File: config.mk
export PLATFORM = sky130hd
export DESIGN_NAME = mul_div_unit
export DESIGN_NICKNAME = d
export VERILOG_FILES = /design/src/rtl/mul_div_unit.sv
export SDC_FILE = /design/constraint.sdc
export NUM_CORES = 1
export LEC_CHECK = 0
export BUFFER_PORTS_ARGS = -buffer_cell sky130_fd_sc_hd__buf_4
export CAP_MARGIN = 20
export CORE_ASPECT_RATIO = 1.2
export CORE_MARGIN = 2
export CORE_UTILIZATION = 30
export CTS_CLUSTER_DIAMETER = 150
export DETAILED_ROUTE_END_ITERATION = 10
export PLACE_DENSITY_LB_ADDON = 0.05
export SLEW_MARGIN = 25
export SYNTH_ARGS = -nofsm -noshare
export SYNTH_HDL_FRONTEND = slang
export SYNTH_SLANG_ARGS = --single-unit
File: constraint.sdc
create_clock -name clock -period 5.95 [get_ports clock]
set_clock_uncertainty 0.15 [all_clocks]
set_input_delay 0.2975 -clock clock [delete_from_list [all_inputs] [get_ports clock]]
set_output_delay 0.2975 -clock clock [all_outputs]
set_load 0.02 [all_outputs]
File: src/rtl/mul_div_unit.sv
// Multi-cycle signed multiply (radix-2 Booth) / divide (restoring) engine.
// Operands come from the Y latch and the live bus value; the 64-bit Z pair feeds the bus mux.
module mul_div_unit #(
    parameter int WIDTH = 32,
    parameter int CNT_W = 6
) (
    input  logic             clock,
    input  logic             clear,
    input  logic [WIDTH-1:0] bus_in,
    input  logic             y_in,
    input  logic             start,
    input  logic             op_div,
    output logic [WIDTH-1:0] zhi_output,
    output logic [WIDTH-1:0] zlo_output,
    output logic             busy,
    output logic             done,
    output logic             div_by_zero
);

    typedef enum logic [1:0] {
        S_IDLE = 2'd0,
        S_RUN  = 2'd1,
        S_DONE = 2'd2
    } state_t;

    localparam logic [WIDTH-1:0] ONE_W   = {{(WIDTH-1){1'b0}}, 1'b1};
    localparam logic [CNT_W-1:0] ONE_C   = {{(CNT_W-1){1'b0}}, 1'b1};
    localparam logic [CNT_W-1:0] LAST_C  = CNT_W'(WIDTH - 1);

    function automatic logic [WIDTH-1:0] neg_if(input logic [WIDTH-1:0] v, input logic n);
        logic [WIDTH-1:0] r;
        if (n) begin
            r = ~v + ONE_W;
        end else begin
            r = v;
        end
        return r;
    endfunction

    function automatic logic [WIDTH-1:0] magnitude(input logic [WIDTH-1:0] v);
        return neg_if(v, v[WIDTH-1]);
    endfunction

    state_t           state_q, state_d;
    logic [CNT_W-1:0] cnt_q, cnt_d;
    logic [WIDTH-1:0] y_q, y_d;
    logic [WIDTH:0]   m_q, m_d;
    logic [WIDTH:0]   hi_q, hi_d;
    logic [WIDTH-1:0] lo_q, lo_d;
    logic             qm1_q, qm1_d;
    logic             op_q, op_d;
    logic             qneg_q, qneg_d;
    logic             rneg_q, rneg_d;
    logic             dbz_q, dbz_d;
    logic [WIDTH-1:0] zhi_q, zhi_d;
    logic [WIDTH-1:0] zlo_q, zlo_d;
    logic             busy_q, busy_d;
    logic             done_q, done_d;
    logic             dbz_out_q, dbz_out_d;

    logic [WIDTH:0]   sum_s;
    logic [WIDTH:0]   shifted_s;
    logic [WIDTH:0]   diff_s;
    logic [WIDTH:0]   hi_n_s;
    logic [WIDTH-1:0] lo_n_s;
    logic             qm1_n_s;
    logic [WIDTH-1:0] quot_s;
    logic [WIDTH-1:0] rem_s;

    // One Booth or restoring step; hi carries an extra bit so -2^(W-1) multiplicands cannot overflow.
    always_comb begin
        sum_s     = hi_q;
        shifted_s = {hi_q[WIDTH-1:0], lo_q[WIDTH-1]};
        diff_s    = shifted_s - m_q;
        hi_n_s    = hi_q;
        lo_n_s    = lo_q;
        qm1_n_s   = qm1_q;
        if (op_q) begin
            if (!diff_s[WIDTH]) begin
                hi_n_s = diff_s;
                lo_n_s = {lo_q[WIDTH-2:0], 1'b1};
            end else begin
                hi_n_s = shifted_s;
                lo_n_s = {lo_q[WIDTH-2:0], 1'b0};
            end
            qm1_n_s = 1'b0;
        end else begin
            case ({lo_q[0], qm1_q})
                2'b01:   sum_s = hi_q + m_q;
                2'b10:   sum_s = hi_q - m_q;
                default: sum_s = hi_q;
            endcase
            {hi_n_s, lo_n_s, qm1_n_s} = {sum_s[WIDTH], sum_s, lo_q};
        end
        quot_s = neg_if(lo_n_s, qneg_q);
        rem_s  = neg_if(hi_n_s[WIDTH-1:0], rneg_q);
    end

    // Next-state and datapath control.
    always_comb begin
        state_d   = state_q;
        cnt_d     = cnt_q;
        m_d       = m_q;
        hi_d      = hi_q;
        lo_d      = lo_q;
        qm1_d     = qm1_q;
        op_d      = op_q;
        qneg_d    = qneg_q;
        rneg_d    = rneg_q;
        dbz_d     = dbz_q;
        zhi_d     = zhi_q;
        zlo_d     = zlo_q;
        busy_d    = busy_q;
        done_d    = 1'b0;
        dbz_out_d = 1'b0;
        if (y_in) begin
            y_d = bus_in;
        end else begin
            y_d = y_q;
        end
        case (state_q)
            S_IDLE: begin
                busy_d = 1'b0;
                if (start) begin
                    state_d = S_RUN;
                    busy_d  = 1'b1;
                    cnt_d   = {CNT_W{1'b0}};
                    op_d    = op_div;
                    hi_d    = {(WIDTH+1){1'b0}};
                    qm1_d   = 1'b0;
                    qneg_d  = y_q[WIDTH-1] ^ bus_in[WIDTH-1];
                    rneg_d  = y_q[WIDTH-1];
                    if (op_div) begin
                        m_d   = {1'b0, magnitude(bus_in)};
                        dbz_d = (bus_in == {WIDTH{1'b0}});
                        // A zero divisor keeps the raw dividend so it can be returned as the remainder.
                        if (bus_in == {WIDTH{1'b0}}) begin
                            lo_d = y_q;
                        end else begin
                            lo_d = magnitude(y_q);
                        end
                    end else begin
                        m_d   = {y_q[WIDTH-1], y_q};
                        dbz_d = 1'b0;
                        lo_d  = bus_in;
                    end
                end else begin
                    state_d = S_IDLE;
                end
            end
            S_RUN: begin
                if (dbz_q) begin
                    zhi_d     = lo_q;
                    zlo_d     = {WIDTH{1'b1}};
                    dbz_out_d = 1'b1;
                    done_d    = 1'b1;
                    busy_d    = 1'b0;
                    state_d   = S_DONE;
                end else begin
                    hi_d  = hi_n_s;
                    lo_d  = lo_n_s;
                    qm1_d = qm1_n_s;
                    cnt_d = cnt_q + ONE_C;
                    if (cnt_q == LAST_C) begin
                        if (op_q) begin
                            zhi_d = rem_s;
                            zlo_d = quot_s;
                        end else begin
                            zhi_d = hi_n_s[WIDTH-1:0];
                            zlo_d = lo_n_s;
                        end
                        done_d  = 1'b1;
                        busy_d  = 1'b0;
                        state_d = S_DONE;
                    end else begin
                        state_d = S_RUN;
                    end
                end
            end
            S_DONE: begin
                busy_d  = 1'b0;
                state_d = S_IDLE;
            end
            default: begin
                busy_d  = 1'b0;
                state_d = S_IDLE;
            end
        endcase
    end

    // State and result registers; clear aborts everything, including Z.
    always_ff @(posedge clock or posedge clear) begin
        if (clear) begin
            state_q   <= S_IDLE;
            cnt_q     <= {CNT_W{1'b0}};
            y_q       <= {WIDTH{1'b0}};
            m_q       <= {(WIDTH+1){1'b0}};
            hi_q      <= {(WIDTH+1){1'b0}};
            lo_q      <= {WIDTH{1'b0}};
            qm1_q     <= 1'b0;
            op_q      <= 1'b0;
            qneg_q    <= 1'b0;
            rneg_q    <= 1'b0;
            dbz_q     <= 1'b0;
            zhi_q     <= {WIDTH{1'b0}};
            zlo_q     <= {WIDTH{1'b0}};
            busy_q    <= 1'b0;
            done_q    <= 1'b0;
            dbz_out_q <= 1'b0;
        end else begin
            state_q   <= state_d;
            cnt_q     <= cnt_d;
            y_q       <= y_d;
            m_q       <= m_d;
            hi_q      <= hi_d;
            lo_q      <= lo_d;
            qm1_q     <= qm1_d;
            op_q      <= op_d;
            qneg_q    <= qneg_d;
            rneg_q    <= rneg_d;
            dbz_q     <= dbz_d;
            zhi_q     <= zhi_d;
            zlo_q     <= zlo_d;
            busy_q    <= busy_d;
            done_q    <= done_d;
            dbz_out_q <= dbz_out_d;
        end
    end

    assign zhi_output  = zhi_q;
    assign zlo_output  = zlo_q;
    assign busy        = busy_q;
    assign done        = done_q;
    assign div_by_zero = dbz_out_q;

endmodule

After elaboration in Yosys (flattened, before gate mapping)
Cells that the tools add are included.

Bits in registers: 210. Output and inout bits: 67. Logic and storage cells: 88.

Add/subtract/negate cells: 8. Equality and inequality tests: 7. Mux-type cells: 45. Bitwise operators: 5. Reduce and logical (&&, ||, !) cells: 7.

Operators with widths (number): two-way mux 32 bit (15); two-way mux 33 bit (5); one-hot mux 33 bit (2 select lines) (2); adder 32 x 1 -> 32 bit (second input constant) (4); inverter 32 bit (4); subtractor 33 bit (2); one-hot mux 32 bit (2 select lines) (1); adder 33 bit (1); zero test 32 bit (1); two-way mux 1 bit (14); two-way mux 6 bit (2); one-hot mux 6 bit (2 select lines) (1); adder 6 x 1 -> 6 bit (second input constant) (1); equality test 6 x 5 -> 1 bit (second input constant) (1); equality test 2 x 1 -> 1 bit (second input constant) (2); two-way mux 2 bit (2); inequality test 2 bit (second input constant) (2); one-hot mux 1 bit (2 select lines) (2); one-hot mux 2 bit (2 select lines) (1); AND reduction 2 bit (2); nonzero test 2 bit (2); inequality test 3 bit (second input constant) (1); AND reduction 3 bit (1); equality test 2 bit (second input constant) (1); other kinds (2) (2).

Logic depth before layout (Yosys ltp)
Word-level depth: 9. Depth in mapped cells: 24. Mapped depth without buffers: 23.

Worst setup path after synthesis
OpenSTA, ideal clock, no wires.

Kind: register to register. From: reg m_q[8]. To: reg zhi_q[31] (netlist: zhi_output[31]). Setup time: 0.086 ns. Arrival time: 5.125 ns. Data required time: 5.714 ns. Slack: 0.589 ns. Cell stages (with the launch flop): 20. Path buffers: 0. Clock period less this slack: 5.361 ns. Cell sequence: dfrtp_1 -> or4_1 -> nor4_1 -> nand2_1 -> nor3b_1 -> a41oi_1 -> xnor2_1 -> ha_1 -> nand2_1 -> o21ai_0 -> nor2_1 -> and3_1 -> or3_1 -> a2111oi_0 -> o32ai_1 -> nor3_2 -> nand4b_2 -> or2_1 -> o31a_1 -> nor3_1.

Longest elaborated chain between the ends: 9. Elaborated cells between the ends (all ways): 12. Those cells by class: add/sub (4); mux (7); bitwise (1).

RTL lines: from (decl) (RTL line 47) `logic [WIDTH:0] m_q, m_d;`; from (signal assigned) (RTL line 197) `m_q <= {(WIDTH+1){1'b0}};`; from (signal assigned) (RTL line 214) `m_q <= m_d;`; subtractor 33 bit (tied with other cells) (RTL line 90) `2'b10: sum_s = hi_q - m_q;`; one-hot mux 33 bit (2 select lines) / two-way mux 33 bit (equally long branches) (RTL line 88, 79); two-way mux 33 bit * (RTL line 78) `if (op_q) begin`; inverter 32 bit (RTL line 33) `r = ~v + ONE_W;`; adder 32 x 1 -> 32 bit (RTL line 33); two-way mux 32 bit (RTL line 32) `if (n) begin`; two-way mux 32 bit * (RTL line 165) `if (op_q) begin`; two-way mux 32 bit * (RTL line 164) `if (cnt_q == LAST_C) begin`; two-way mux 32 bit * (RTL line 152) `if (dbz_q) begin`; to (signal assigned) (RTL line 205) `zhi_q <= {WIDTH{1'b0}};`; to (signal assigned) (RTL line 222) `zhi_q <= zhi_d;`; to (decl) (RTL line 55) `logic [WIDTH-1:0] zhi_q, zhi_d;`.

Mark *: on every way between the ends. The rest lies on a longest branch, timed or not. The select of a mux whose other input is x is not followed. A chain may end at the register's enable or synchronous reset.

Worst setup path in the final report
Ends and elaborated chain as after synthesis.

==> results.cfg <==
[hold_path]
whs_path_depth = 3
holdPathEnd = y_q[31]
hp-class = in -> reg
hold_start = bus_in[31]

[yosys]
synth_most_common_cell = nand2_1
ys_seq_area_share_pct = 29.0
synth_ff_type = dfrtp_1
synth_common_cells = nand2_1, dfrtp_1, nor2_1
syn-cell-area_mm2 = 0.0181
syn_inst = 2250
synth_edf_count = 0
synth_top_area_share_pct = 29.0
synth.avg_cell_area_um2 = 8.06
ys_async_sr_fraction_pct = 100
yosys_warnings = 0
synth_nets = 2360
yosysTopAreaCell = dfrtp_1
ys_seq_elements = 210
synth_cell_types = 97
synth_area_leaders = dfrtp_1, a21oi_1, ha_1, o21ai_0, nand2_1

[worst_setup_path]
ff2ff_path_depth = 20
critPathArrivalTime_ns = 5.99
criticalPathCategory = reg -> reg
critPathRequiredTime_ns = 6.27
crit_path_start_kind = register
crit_path_end_kind = register
r2r_end = zhi_output[31]
crit_fanout = 8
rrSetupSlack_ns = 0.28
r2r-start = m_q[8]

[layout]
regArea_mm2 = 0.00526
drive_above_1_share_pct = 14.5
n_fill_cell = 6328
nets = 2483
fin_area_mm2 = 0.0214
multi_input_area_mm2 = 0.0121
post-route-util_pct = 35.9
syn2layout_area_growth_pct = 18.2

[clock_network]
postCtsSetupBuffers = 0
cts_tree = yes
cts_inserted_buffers = 28
insertion_delay_ns = 0.59
clkSinkCount = 210
path_clk_slew_ns = 0.07
clk_path_buf_depth = 3
h-tree-depth = 1
cts_root_buf = clkbuf_16

[timing]
setup_viol = 0
layout_setup_ws_ns = 0.282
rsz0062_at_grt = no
drv_slew = 0
tightestPinTransition_ns = 1.08
maxSlewHeadroom_pct = 27.6
post-route-min-period_ns = 5.67
max_freq_ghz = 0.176
fin_crit_sh_pct = 95.3
hold_violations = 0

[global_route]
grt_max_degree = 146
track_usage_pct = 26.3
grt_pass1_wl_mm = 123
overflow = 0
grt_pass1_vias = 18100
antenna_found_initial = 6

[placement]
postPlaceCellArea_mm2 = 0.0201
post-place-ws_ns = -0.115
hpwl_mm = 64.6
place_congestion = 0.934
io_buffers = 103

[floorplanning]
die_w_um = 228
coreArea_mm2 = 0.0597
pin_count = 104
die_h_um = 273
start_util_pct = 30.4
num_rows = 98
die_area_mm2 = 0.0624

[status]
status = completed

[routing]
vias = 18300
wirelength_mm = 83.9
drt_iter0_drc = 1337
final_antenna_net_count = 0
dr.pass1.iters = 5
drc = 0
routedWlPerCell_um = 26.3
routed_via_density = 5.72

[flow_run]
drv_cap = 0
==> cell usage in the layout (no fill, tap or decap), types with 13 or more instances in the layout <==
master,Yosys,layout
a22o_1,21,21
buf_4,2,195
mux2i_1,44,44
and2_1,17,16
a31oi_1,44,44
nand2b_1,19,19
o211ai_1,43,43
nand2_1,220,220
o31ai_1,44,44
o21ai_0,174,172
a22oi_1,17,17
xor2_1,91,91
a211oi_1,16,15
ha_1,71,71
xnor2_1,86,86
nor4_1,20,18
a221o_1,28,28
or3_1,25,25
mux2_2,36,36
inv_1,80,79
a21oi_1,197,197
nand3_1,48,48
clkbuf_16,0,28
a21o_1,22,22
dlygate4sd3_1,0,32
o41ai_1,13,13
nand4_1,28,28
o21a_1,17,17
nor3_1,45,45
and3_1,22,22
nor2_1,207,204
dfrtp_1,210,209
==> per-layer routing <==
layer	GRT usage (%)	up-vias	wire length, um
met1	32.9	9060	35900
met2	47.5	509	41800
met5	0	-	13
li1	-	8579	-
met3	2.59	126	3430
met4	8.31	2	2760
==> cell families after synthesis <==
group / Yosys count / share of synthesized area (%)
AO/OA/AOI/OAI: 767 / 28.3
AND/OR/NAND/NOR: 722 / 19.4
buffers and inverters: 220 / 4.86
flip-flops: 210 / 29.0
XOR/XNOR: 178 / 8.64
multiplexers: 80 / 4.66
adder cells (fa/ha/maj): 73 / 5.12
==> repair_timing <==
item | 4_1_cts | 5_1_grt
resized for setup | 1 | 8
hold buffers | 32 | 0
setup endpoints to repair | 6 | 14
endpoints found under the hold margin | 47 | 0
pin swaps | 0 | 2
==> cell type report <==
class	count	share of cell area, %
multi-input cells	1820	56.3
flip-flops and latches	210	24.5
repair buffers	230	8.61
well taps	800	4.67
clock buffers	34	3.52
inverters	83	1.47
clock inverters	15	0.841
diodes	1	0.0117
==> flip-flops by register name (all words and copies together), names as in the netlist, 2 cells and up <==
register	cells
state_q	2
lo_q	32
zhi_output	32
y_q	32
hi_q	33
zlo_output	32
cnt_q	6
m_q	33
==> worst max path at each step <==
stage | end | slack [ns] | cells past startpoint | startpoint
3_3_place_gp | zhi_output[31] | -0.20 | 20 | m_q[7]
2_1_floorplan | zhi_output[31] | 0.59 | 19 | m_q[8]
6_report | zhi_output[31] | 0.28 | 20 | m_q[8]
4_1_cts | zhi_output[31] | 0.03 | 20 | m_q[8]
5_1_grt | zlo_output[30] | 0.01 | 23 | m_q[0]
3_5_place_dp | zhi_output[31] | -0.11 | 20 | m_q[8]
==> through the flow <==
step                hold WS (ns)  std cells  TNS [ns]
floorplan                  0.264       2250         0
global placement           0.196       3111    -0.607
detailed placement         0.193       3111    -0.216
CTS                       0.0100       3192         0
global route              0.0492       3192         0
finish                    0.0502       3193         0
==> critical path, cell delays in order (launching register included) <==
cell,delay (ns)
dfrtp_1,0.39
or4_1,0.61
nor4_4,0.27
nand2_1,0.12
nor3b_1,0.22
buf_4,0.19
and3_1,0.29
a41oi_1,0.18
xnor2_1,0.17
ha_1,0.39
a21o_1,0.20
a21o_1,0.20
nor3_1,0.33
o21ai_0,0.36
a41oi_1,0.39
xnor2_1,0.15
nor2_1,0.07
xnor2_1,0.33
mux2i_1,0.18
nor4_1,0.29
nor3_1,0.08
Power is left out: the tool's default activity adds up to more than one toggle a clock period on the data nets, which glitch-free logic cannot reach.
